[config.mk]
export PLATFORM = sky130hd
export DESIGN_NAME = inst_axi_rbridge
export DESIGN_NICKNAME = d
export VERILOG_FILES = /design/src/rtl/inst_axi_rbridge.sv
export SDC_FILE = /design/constraint.sdc
export NUM_CORES = 1
export LEC_CHECK = 0
export ABC_AREA = 1
export BUFFER_PORTS_ARGS = -buffer_cell sky130_fd_sc_hd__buf_2
export CAP_MARGIN = 0
export CORE_ASPECT_RATIO = 0.7
export CORE_MARGIN = 5
export CORE_UTILIZATION = 39
export CTS_BUF_LIST = sky130_fd_sc_hd__clkbuf_8 sky130_fd_sc_hd__clkbuf_16
export CTS_CLUSTER_DIAMETER = 40
export DETAILED_ROUTE_END_ITERATION = 7
export PLACE_DENSITY = 0.86
export SLEW_MARGIN = 25
export SYNTH_ARGS = -nofsm -noshare
export SYNTH_HDL_FRONTEND = slang
export SYNTH_HIERARCHICAL = 1
export SYNTH_SLANG_ARGS = --single-unit
[constraint.sdc]
create_clock -name clk -period 5.6 [get_ports clk]
set_input_delay 0.28 -clock clk [delete_from_list [all_inputs] [get_ports clk]]
set_output_delay 0.28 -clock clk [all_outputs]
set_load 0.005 [all_outputs]
[src/rtl/inst_axi_rbridge.sv]
// Instruction-side SRAM-like to AXI4 read bridge: every accepted fetch becomes one
// single-beat AR/R transaction, returned to IF in order with exactly one data_ok.

module inst_axi_rbridge_chk #(
    parameter logic [2:0] MAX_CNT = 3'd2
) (
    input logic       clk,
    input logic       resetn,
    input logic [2:0] cnt_q,
    input logic       addr_ok_s,
    input logic       data_ok_s
);
    // Outstanding count stays within 0..MAX_CNT.
    always @(posedge clk) begin
        if (resetn) begin
            assert (cnt_q <= MAX_CNT) else $error("outstanding count above limit");
            assert (!(addr_ok_s && !data_ok_s && cnt_q == MAX_CNT)) else $error("outstanding overflow");
            assert (!(data_ok_s && !addr_ok_s && cnt_q == 3'd0)) else $error("outstanding underflow");
        end
    end
endmodule

module inst_axi_rbridge #(
    parameter int unsigned MAX_OUTSTANDING = 2,
    parameter logic [3:0]  ARID_VAL        = 4'd0
) (
    input  logic        clk,
    input  logic        resetn,
    input  logic        inst_sram_req,
    input  logic        inst_sram_wr,
    input  logic [1:0]  inst_sram_size,
    input  logic [31:0] inst_sram_addr,
    input  logic [3:0]  inst_sram_wstrb,
    input  logic [31:0] inst_sram_wdata,
    output logic        inst_sram_addr_ok,
    output logic        inst_sram_data_ok,
    output logic [31:0] inst_sram_rdata,
    output logic [3:0]  arid,
    output logic [31:0] araddr,
    output logic [7:0]  arlen,
    output logic [2:0]  arsize,
    output logic [1:0]  arburst,
    output logic [1:0]  arlock,
    output logic [3:0]  arcache,
    output logic [2:0]  arprot,
    output logic        arvalid,
    input  logic        arready,
    input  logic [3:0]  rid,
    input  logic [31:0] rdata,
    input  logic [1:0]  rresp,
    input  logic        rlast,
    input  logic        rvalid,
    output logic        rready,
    output logic        rd_err,
    output logic        busy
);
    localparam logic [2:0] MAX_CNT = 3'(MAX_OUTSTANDING);

    typedef enum logic [0:0] {AR_IDLE = 1'b0, AR_WAIT = 1'b1} ar_state_e;

    ar_state_e   ar_state_q, ar_state_d;
    logic [31:0] araddr_q, araddr_d;
    logic [1:0]  size_q, size_d;
    logic        arvalid_q, arvalid_d;
    logic [2:0]  cnt_q, cnt_d;
    logic        rd_err_q, rd_err_d;
    logic        addr_ok_s, data_ok_s, rready_s;
    logic        unused_s;

    // Single ID, in-order single beats: rid/rlast and the write data path carry no information.
    assign unused_s = ^{rid, rlast, inst_sram_wstrb, inst_sram_wdata};

    // Handshake qualifiers; gated by resetn so nothing is acknowledged while in reset.
    always_comb begin
        addr_ok_s = resetn & (ar_state_q == AR_IDLE) & inst_sram_req & ~inst_sram_wr
                    & (cnt_q < MAX_CNT);
        rready_s  = resetn & (cnt_q != 3'd0);
        data_ok_s = rvalid & rready_s;
    end

    // AR FSM next state plus outstanding counter and sticky error update.
    always_comb begin
        ar_state_d = ar_state_q;
        araddr_d   = araddr_q;
        size_d     = size_q;
        arvalid_d  = arvalid_q;
        cnt_d      = cnt_q;
        rd_err_d   = rd_err_q | (data_ok_s & (rresp != 2'b00));
        case (ar_state_q)
            AR_IDLE: begin
                if (addr_ok_s) begin
                    araddr_d   = inst_sram_addr;
                    size_d     = inst_sram_size;
                    arvalid_d  = 1'b1;
                    ar_state_d = AR_WAIT;
                end else begin
                    arvalid_d  = 1'b0;
                end
            end
            AR_WAIT: begin
                if (arvalid_q && arready) begin
                    arvalid_d  = 1'b0;
                    ar_state_d = AR_IDLE;
                end else begin
                    arvalid_d  = arvalid_q;
                end
            end
            default: begin
                arvalid_d  = 1'b0;
                ar_state_d = AR_IDLE;
            end
        endcase
        case ({addr_ok_s, data_ok_s})
            2'b10:   cnt_d = cnt_q + 3'd1;
            2'b01:   cnt_d = cnt_q - 3'd1;
            default: cnt_d = cnt_q;
        endcase
    end

    // State registers; reset abandons any in-flight AXI traffic.
    always_ff @(posedge clk or negedge resetn) begin
        if (!resetn) begin
            ar_state_q <= AR_IDLE;
            araddr_q   <= 32'd0;
            size_q     <= 2'd0;
            arvalid_q  <= 1'b0;
            cnt_q      <= 3'd0;
            rd_err_q   <= 1'b0;
        end else begin
            ar_state_q <= ar_state_d;
            araddr_q   <= araddr_d;
            size_q     <= size_d;
            arvalid_q  <= arvalid_d;
            cnt_q      <= cnt_d;
            rd_err_q   <= rd_err_d;
        end
    end

    assign inst_sram_addr_ok = addr_ok_s;
    assign inst_sram_data_ok = data_ok_s;
    assign inst_sram_rdata   = rdata;
    assign rready            = rready_s;
    assign arid              = ARID_VAL;
    assign araddr            = araddr_q;
    assign arlen             = 8'd0;
    assign arsize            = {1'b0, size_q};
    assign arburst           = 2'b01;
    assign arlock            = 2'b00;
    assign arcache           = 4'd0;
    assign arprot            = 3'd0;
    assign arvalid           = arvalid_q;
    assign rd_err            = rd_err_q;
    assign busy              = (cnt_q != 3'd0) | arvalid_q;

    inst_axi_rbridge_chk #(.MAX_CNT(MAX_CNT)) u_chk (
        .clk       (clk),
        .resetn    (resetn),
        .cnt_q     (cnt_q),
        .addr_ok_s (addr_ok_s),
        .data_ok_s (data_ok_s)
    );
endmodule

==> results.ini, run 1 <==
[outcome]
status=finished, violations left
violations=negative hold slack

[synthesis]
synth_cell_type_count=19
yosys_warnings=6
syn_inst=253
synthTopCellsByArea=dfrtp_1 (46%), buf_4 (19%), nand2_1 (14%)
synth_top_area_frac=0.459
syn_area_mm2=0.00218
ys_ff_latch=40
syn_area_per_cell_um2=8.61
ys_seq_area_frac=0.459
synth_top_area_cell=dfrtp_1

[route]
wl_um=4940
detail-route-antenna-nets=0
via_count=1730
drt-initial-drc-count=63
drt_drc_violations_left=0
drtPass1Iterations=4
viasPerCell=4.69
avgRoutedWirePerCell_um=13.4

[setup_path]
path_class=flop to flop
cp_slowest_cell=nor2_4
crit_buf_inv=1
cp_top_family=simple AND/OR/NAND/NOR gates
crit_chain=nor2_4 > nand2_1 > and3_1 > ha_1 > inv_1 > fa_1 > o21ai_0
slowest_delay_ps=680
worstSetupStartpointType=flop
end_kind=flop
critPathMaxFanout=36
cp_data_arrival_time_ps=2710
cp.required_ps=5790

[die]
fp-row-count=22
coreArea_mm2=0.00534
num_io_pins=211
die-width_um=99.4
fp.dieH_um=72.5
die-area_mm2=0.00721
initial_core_util=0.408

[clock_tree]
clkSinkCount=40
clock-root-buffer=clkbuf_8
numCtsBuffers=5
cts_hold_buffers=0
clkLatencyLatePin_ps=280
cts_max_path_buffers=2
cts.repair.resized=0
h-tree-depth=2
cts_setup_buffers=0
cts.clk_slew.worst_paths_ps=70
tritoncts=done

[flow_run]
cap_viol_max_count=0

[pwr]
ir_drop_uv=195
p_total_mw=1.09
power.density_mw_per_mm2=462
power_frac_clock=0.170
p_leak_nw=1.41
p_int_uw=683
power_frac_comb=0.384
power.switching_uw=409
seqPwrFrac=0.445
switching_share=0.374

[layout]
post_route_cells_drive_above_1_share=0.310
insertedDiodeCount=0
area_growth_pct=8.50
fin_nets=413

[timing]
hold_slack_ps=-19.2
finalCritPeriodShare=0.449
relSlewSlack=0.437
tightest_slew_ps=843
period_needed_ps=2510
setup-violations-final=0
fmax_mhz=398
setup_tns_ps=0
slew_viol_final=0
rsz0062_at_grt=false
finalHoldViolations=40
fin_worst_skew_ps=5.80

[placement]
gp_congestion=0.760
io_buffers=81
dpl.hpwl_um=3480

[global_route]
grt_pass1_vias=1689
grt-ovfl-total=0
grt_use_total=0.134
antenna_found_initial=0
grt_max_degree=45
grt_pass1_wl_um=7840

[hold_path]
hp-class=primary input to asynchronous set/reset pin

[cells in the mapped netlist]
| cell type | count |
|---|---|
| buf_6 | 3 |
| buf_2 | 7 |
| and3_1 | 1 |
| nor2_1 | 1 |
| ha_1 | 1 |
| o21ai_0 | 2 |
| clkbuf_1 | 3 |
| fa_1 | 1 |
| buf_4 | 56 |
| nor2_4 | 1 |
| nand2_1 | 81 |
| xnor2_1 | 1 |
| inv_1 | 13 |
| inv_2 | 1 |
| dfrtp_1 | 40 |
| conb_1 | 2 |
| nand3_1 | 2 |
| nand4_1 | 36 |
| nor2_2 | 1 |
[final timing paths]
| check | cells after the start | start | to | slack [ps] |
|---|---|---|---|---|
| min in group clk | 3 | inst_sram_addr[7] | araddr[7] | 250 |
| worst max-delay path | 7 | cnt_q[2] | cnt_q[1] | 3090 |
| worst min register to register | 2 | araddr[15] | araddr[15] | 470 |
| worst min-delay path | 1 | resetn | ar_state_q | -20 |
| worst max register to register | 7 | cnt_q[2] | cnt_q[1] | 3090 |
| max in group asynchronous | 1 | resetn | araddr[16] | 5260 |
[cell usage in the layout (no fill, tap or decap), drive strengths merged]
cell type and count:
ha 1, nor2 3, fa 1, inv 16
clkbuf 6, xnor2 1, nand2 81, and3 1
nand4 36, nand3 2, dfrtp 40, o21ai 2
buf 83, conb 24
[kinds of logic after synthesis]
logic type,share of synthesized area
simple gates,0.260
buf+inv,0.254
flops,0.459
compound gates,0.00459
fa+ha+maj,0.0149
other cells,0.00345
xor+xnor,0.00402
[final cells by class]
cell class / count / area (µm²)
clock buffers: 6 / 82.6
inverters: 14 / 52.6
flip-flops and latches: 40 / 1000
multi-input cells: 152 / 708
fillers: 524 / 2980
well taps: 72 / 90.1
repair buffers: 83 / 423
clock inverters: 2 / 7.51
[power by group through the flow]
stage | clock (mW) | combinational [mW] | sequential, mW
after CTS | 0.196 | 0.426 | 0.486
after detailed placement | 0 | 0.427 | 0.487
final | 0.186 | 0.420 | 0.486
after global placement | 0 | 0.406 | 0.485
after global routing | 0.211 | 0.470 | 0.501
after floorplan | 0 | 0.253 | 0.498
[worst reg2reg max path: stages (launching register included)]
cell and delay, ps:
dfrtp_1 420, nor2_4 680, nand2_1 220, and3_1 240
ha_1 200, inv_1 90, fa_1 410, o21ai_0 170
[registers in the layout, summed over array words and instances, names as in the netlist]
| signal | flops |
|---|---|
| araddr | 32 |
| rd_err | 1 |
| ar_state_q | 1 |
| cnt_q | 3 |
| arvalid | 1 |
| size_q | 2 |
[layer usage]
metal | GRT usage | vias up | wire length, µm
met5 | 0 | - | 0
met4 | 0.0455 | 0 | 57
met3 | 0.0596 | 8 | 481
met2 | 0.202 | 99 | 2240
met1 | 0.173 | 803 | 2160
li1 | - | 820 | -
[through the flow]
stage / setup slack (ps) / util / area [µm²] / hold WS, ps / instances
2_1_floorplan: 3820 / - / 2260 / -15.6 / 275
3_3_place_gp: 2780 / 0.425 / 2270 / 443 / 361
3_5_place_dp: 2660 / 0.425 / 2270 / 455 / 361
4_1_cts: 2910 / 0.442 / 2360 / 165 / 369
5_1_grt: 2930 / 0.443 / 2360 / 22.2 / 369
6_report: 3090 / 0.443 / 2360 / -19.2 / 369
(Power assumes the default switching activity.)
==> inputs of run 2 (changes only) <==
--- a/config.mk
+++ b/config.mk
@@ -10,11 +10,11 @@
 export CAP_MARGIN = 0
 export CORE_ASPECT_RATIO = 0.7
 export CORE_MARGIN = 5
-export CORE_UTILIZATION = 39
+export CORE_UTILIZATION = 37
 export CTS_BUF_LIST = sky130_fd_sc_hd__clkbuf_8 sky130_fd_sc_hd__clkbuf_16
 export CTS_CLUSTER_DIAMETER = 40
 export DETAILED_ROUTE_END_ITERATION = 7
-export PLACE_DENSITY = 0.86
+export PLACE_DENSITY = 0.82
 export SLEW_MARGIN = 25
 export SYNTH_ARGS = -nofsm -noshare
 export SYNTH_HDL_FRONTEND = slang
==> constraint.sdc (replaced) <==
create_clock -name clk -period 2.6 [get_ports clk]
set_input_delay 0.13 -clock clk [delete_from_list [all_inputs] [get_ports clk]]
set_output_delay 0.13 -clock clk [all_outputs]
set_load 0.005 [all_outputs]
==> run 2 against run 1 <==
  * The flow now finishes without violations
  * Critical path depth rose by 3
  * Combinational power is 120% higher
  * Die area up 4.8%
  * Clock power increased by 100%
  * Sequential power up 120%
  * Core utilization fell by 2.5 points
  * Clock skew down 3.4 ps
  * Routed wire length up 2.2%
  * Non-clock buffer count grew 5
  * Design area grew 1.2%
  * Via count rose by 0.35%
  * Total power grew 120%
  * Critical path type is now primary input to flop
==> results.ini, run 2 (same netlist as run 1, synthesis figures left out) <==
[setup_path]
crit_chain=dlygate4sd3_1 > buf_2 > and3_1 > ha_1 > inv_1 > fa_1 > nand2_1 > nand3_1 > nand2_1 > nand2_1
cp_slowest_cell=dlygate4sd3_1
end_kind=flop
critPathMaxFanout=22
critPathMostFrequentCell=nand2_1
cp_data_arrival_time_ps=2280
slowest_delay_ps=530
path_class=primary input to flop
cp.required_ps=2780
worstSetupStartpointType=primary input

[route]
via_count=1736
detail-route-antenna-nets=0
viasPerCell=4.62
wl_um=5040
drtPass1Iterations=4
avgRoutedWirePerCell_um=13.4
drt_drc_violations_left=0
drt-initial-drc-count=68

[timing]
period_needed_ps=2110
rsz0062_at_grt=false
finalHoldViolations=0
fin_worst_skew_ps=2.41
finalCritPeriodShare=0.810
fmax_mhz=475
setup-violations-final=0
setup_tns_ps=0
layout_setup_ws_ps=493
slew_viol_final=0

[layout]
post_route_cells_drive_above_1_share=0.319
most-common-layout-cells=nand2_1 (81), buf_2 (81), dfrtp_1 (40)
final_cell_area_mm2=0.00239
largest_reg_flops=32
nFillCells=607
area_growth_pct=9.82
fin_nets=418
insertedDiodeCount=0

[die]
fp.dieH_um=74.2
fp-row-count=23
die-area_mm2=0.00755
die-width_um=102
num_io_pins=211
initial_core_util=0.381
coreArea_mm2=0.00573

[placement]
gp_congestion=0.747
io_buffers=81
pre_cts_slack_ps=647
postPlaceCellArea_mm2=0.00231
dpl.hpwl_um=3640

[clock_tree]
numCtsBuffers=5
cts_max_path_buffers=2
clkLatencyLatePin_ps=280
cts.clk_slew.worst_paths_ps=70
clock-root-buffer=clkbuf_8
clkSinkCount=40
cts_setup_buffers=0
h-tree-depth=2
tritoncts=done

[global_route]
grt_max_degree=38
grt_pass1_vias=1673
antenna_found_initial=0
grt_pass1_wl_um=8000
grt_use_total=0.135
grt-ovfl-total=0

[pwr]
p_leak_nw=1.42
power.density_mw_per_mm2=992
p_total_mw=2.37
ir_drop_uv=377

[flow_run]
cap_viol_max_count=0

[outcome]
status=finished, final reports clean

[hold_path]
hp-class=primary input to flop

==> run 2: cell count changes in the layout (fill, tap and decap cells not counted), sizes merged <==
cell,previous run,this run
buf,83,87
clkbuf,6,5
clkinv,0,1
dlygate4sd3,0,1
inv,16,15
==> run 2: final timing paths <==
check	slack (ps)	end	from	cells after the start
min in group asynchronous	350	rd_err	resetn	2
worst min-delay path	90	araddr[8]	inst_sram_addr[8]	3
max in group asynchronous	1570	araddr[24]	resetn	3
worst min register to register	480	rd_err	rd_err	2
worst max register to register	640	cnt_q[1]	cnt_q[2]	7
worst max-delay path	490	cnt_q[2]	resetn	10
==> run 2: metal layers <==
layer  vias up  track usage  part of all wire
met4         0       0.0383            0.0071
met3         7       0.0469              0.11
met5         -            0                 0
met1       815        0.183              0.45
met2        86        0.207              0.43
li1        828            -                 -
==> run 2: cell type report <==
type / count / area [µm²] / share of cell area
repair buffers: 88 / 460 / 0.192
flip-flops and latches: 40 / 1000 / 0.418
multi-input cells: 152 / 708 / 0.296
clock buffers: 5 / 68.8 / 0.0288
clock inverters: 2 / 8.76 / 0.00366
inverters: 14 / 52.6 / 0.0220
well taps: 75 / 93.8 / 0.0392
==> run 2: where the power goes <==
group	leakage (nW)	internal (mW)	switching, mW	total (mW)
logic	0.880	0.398	0.547	0.945
registers	0.498	0.894	0.158	1.05
clock network	0.0452	0.179	0.198	0.376
total	1.42	1.47	0.903	2.37
==> run 2: metrics by stage <==
stage / std cells / hold WS, ps / utilization
floorplan: 275 / -166 / -
global placement: 368 / 104 / 0.403
detailed placement: 368 / 117 / 0.403
CTS: 376 / 81.3 / 0.418
global route: 376 / 84.5 / 0.418
finish: 376 / 94.0 / 0.418
==> run 2: repair_timing <==
item | in CTS | in global routing
endpoints found under the hold margin | 17 | 0
resized for setup | 0 | 0
hold buffers | 1 | 0
==> run 2: critical path: cells and delay by family <==
family	cells	cell delay (ps)
buffers and inverters	3	1020
adders and majority gates	2	550
and+or+nand+nor	5	590
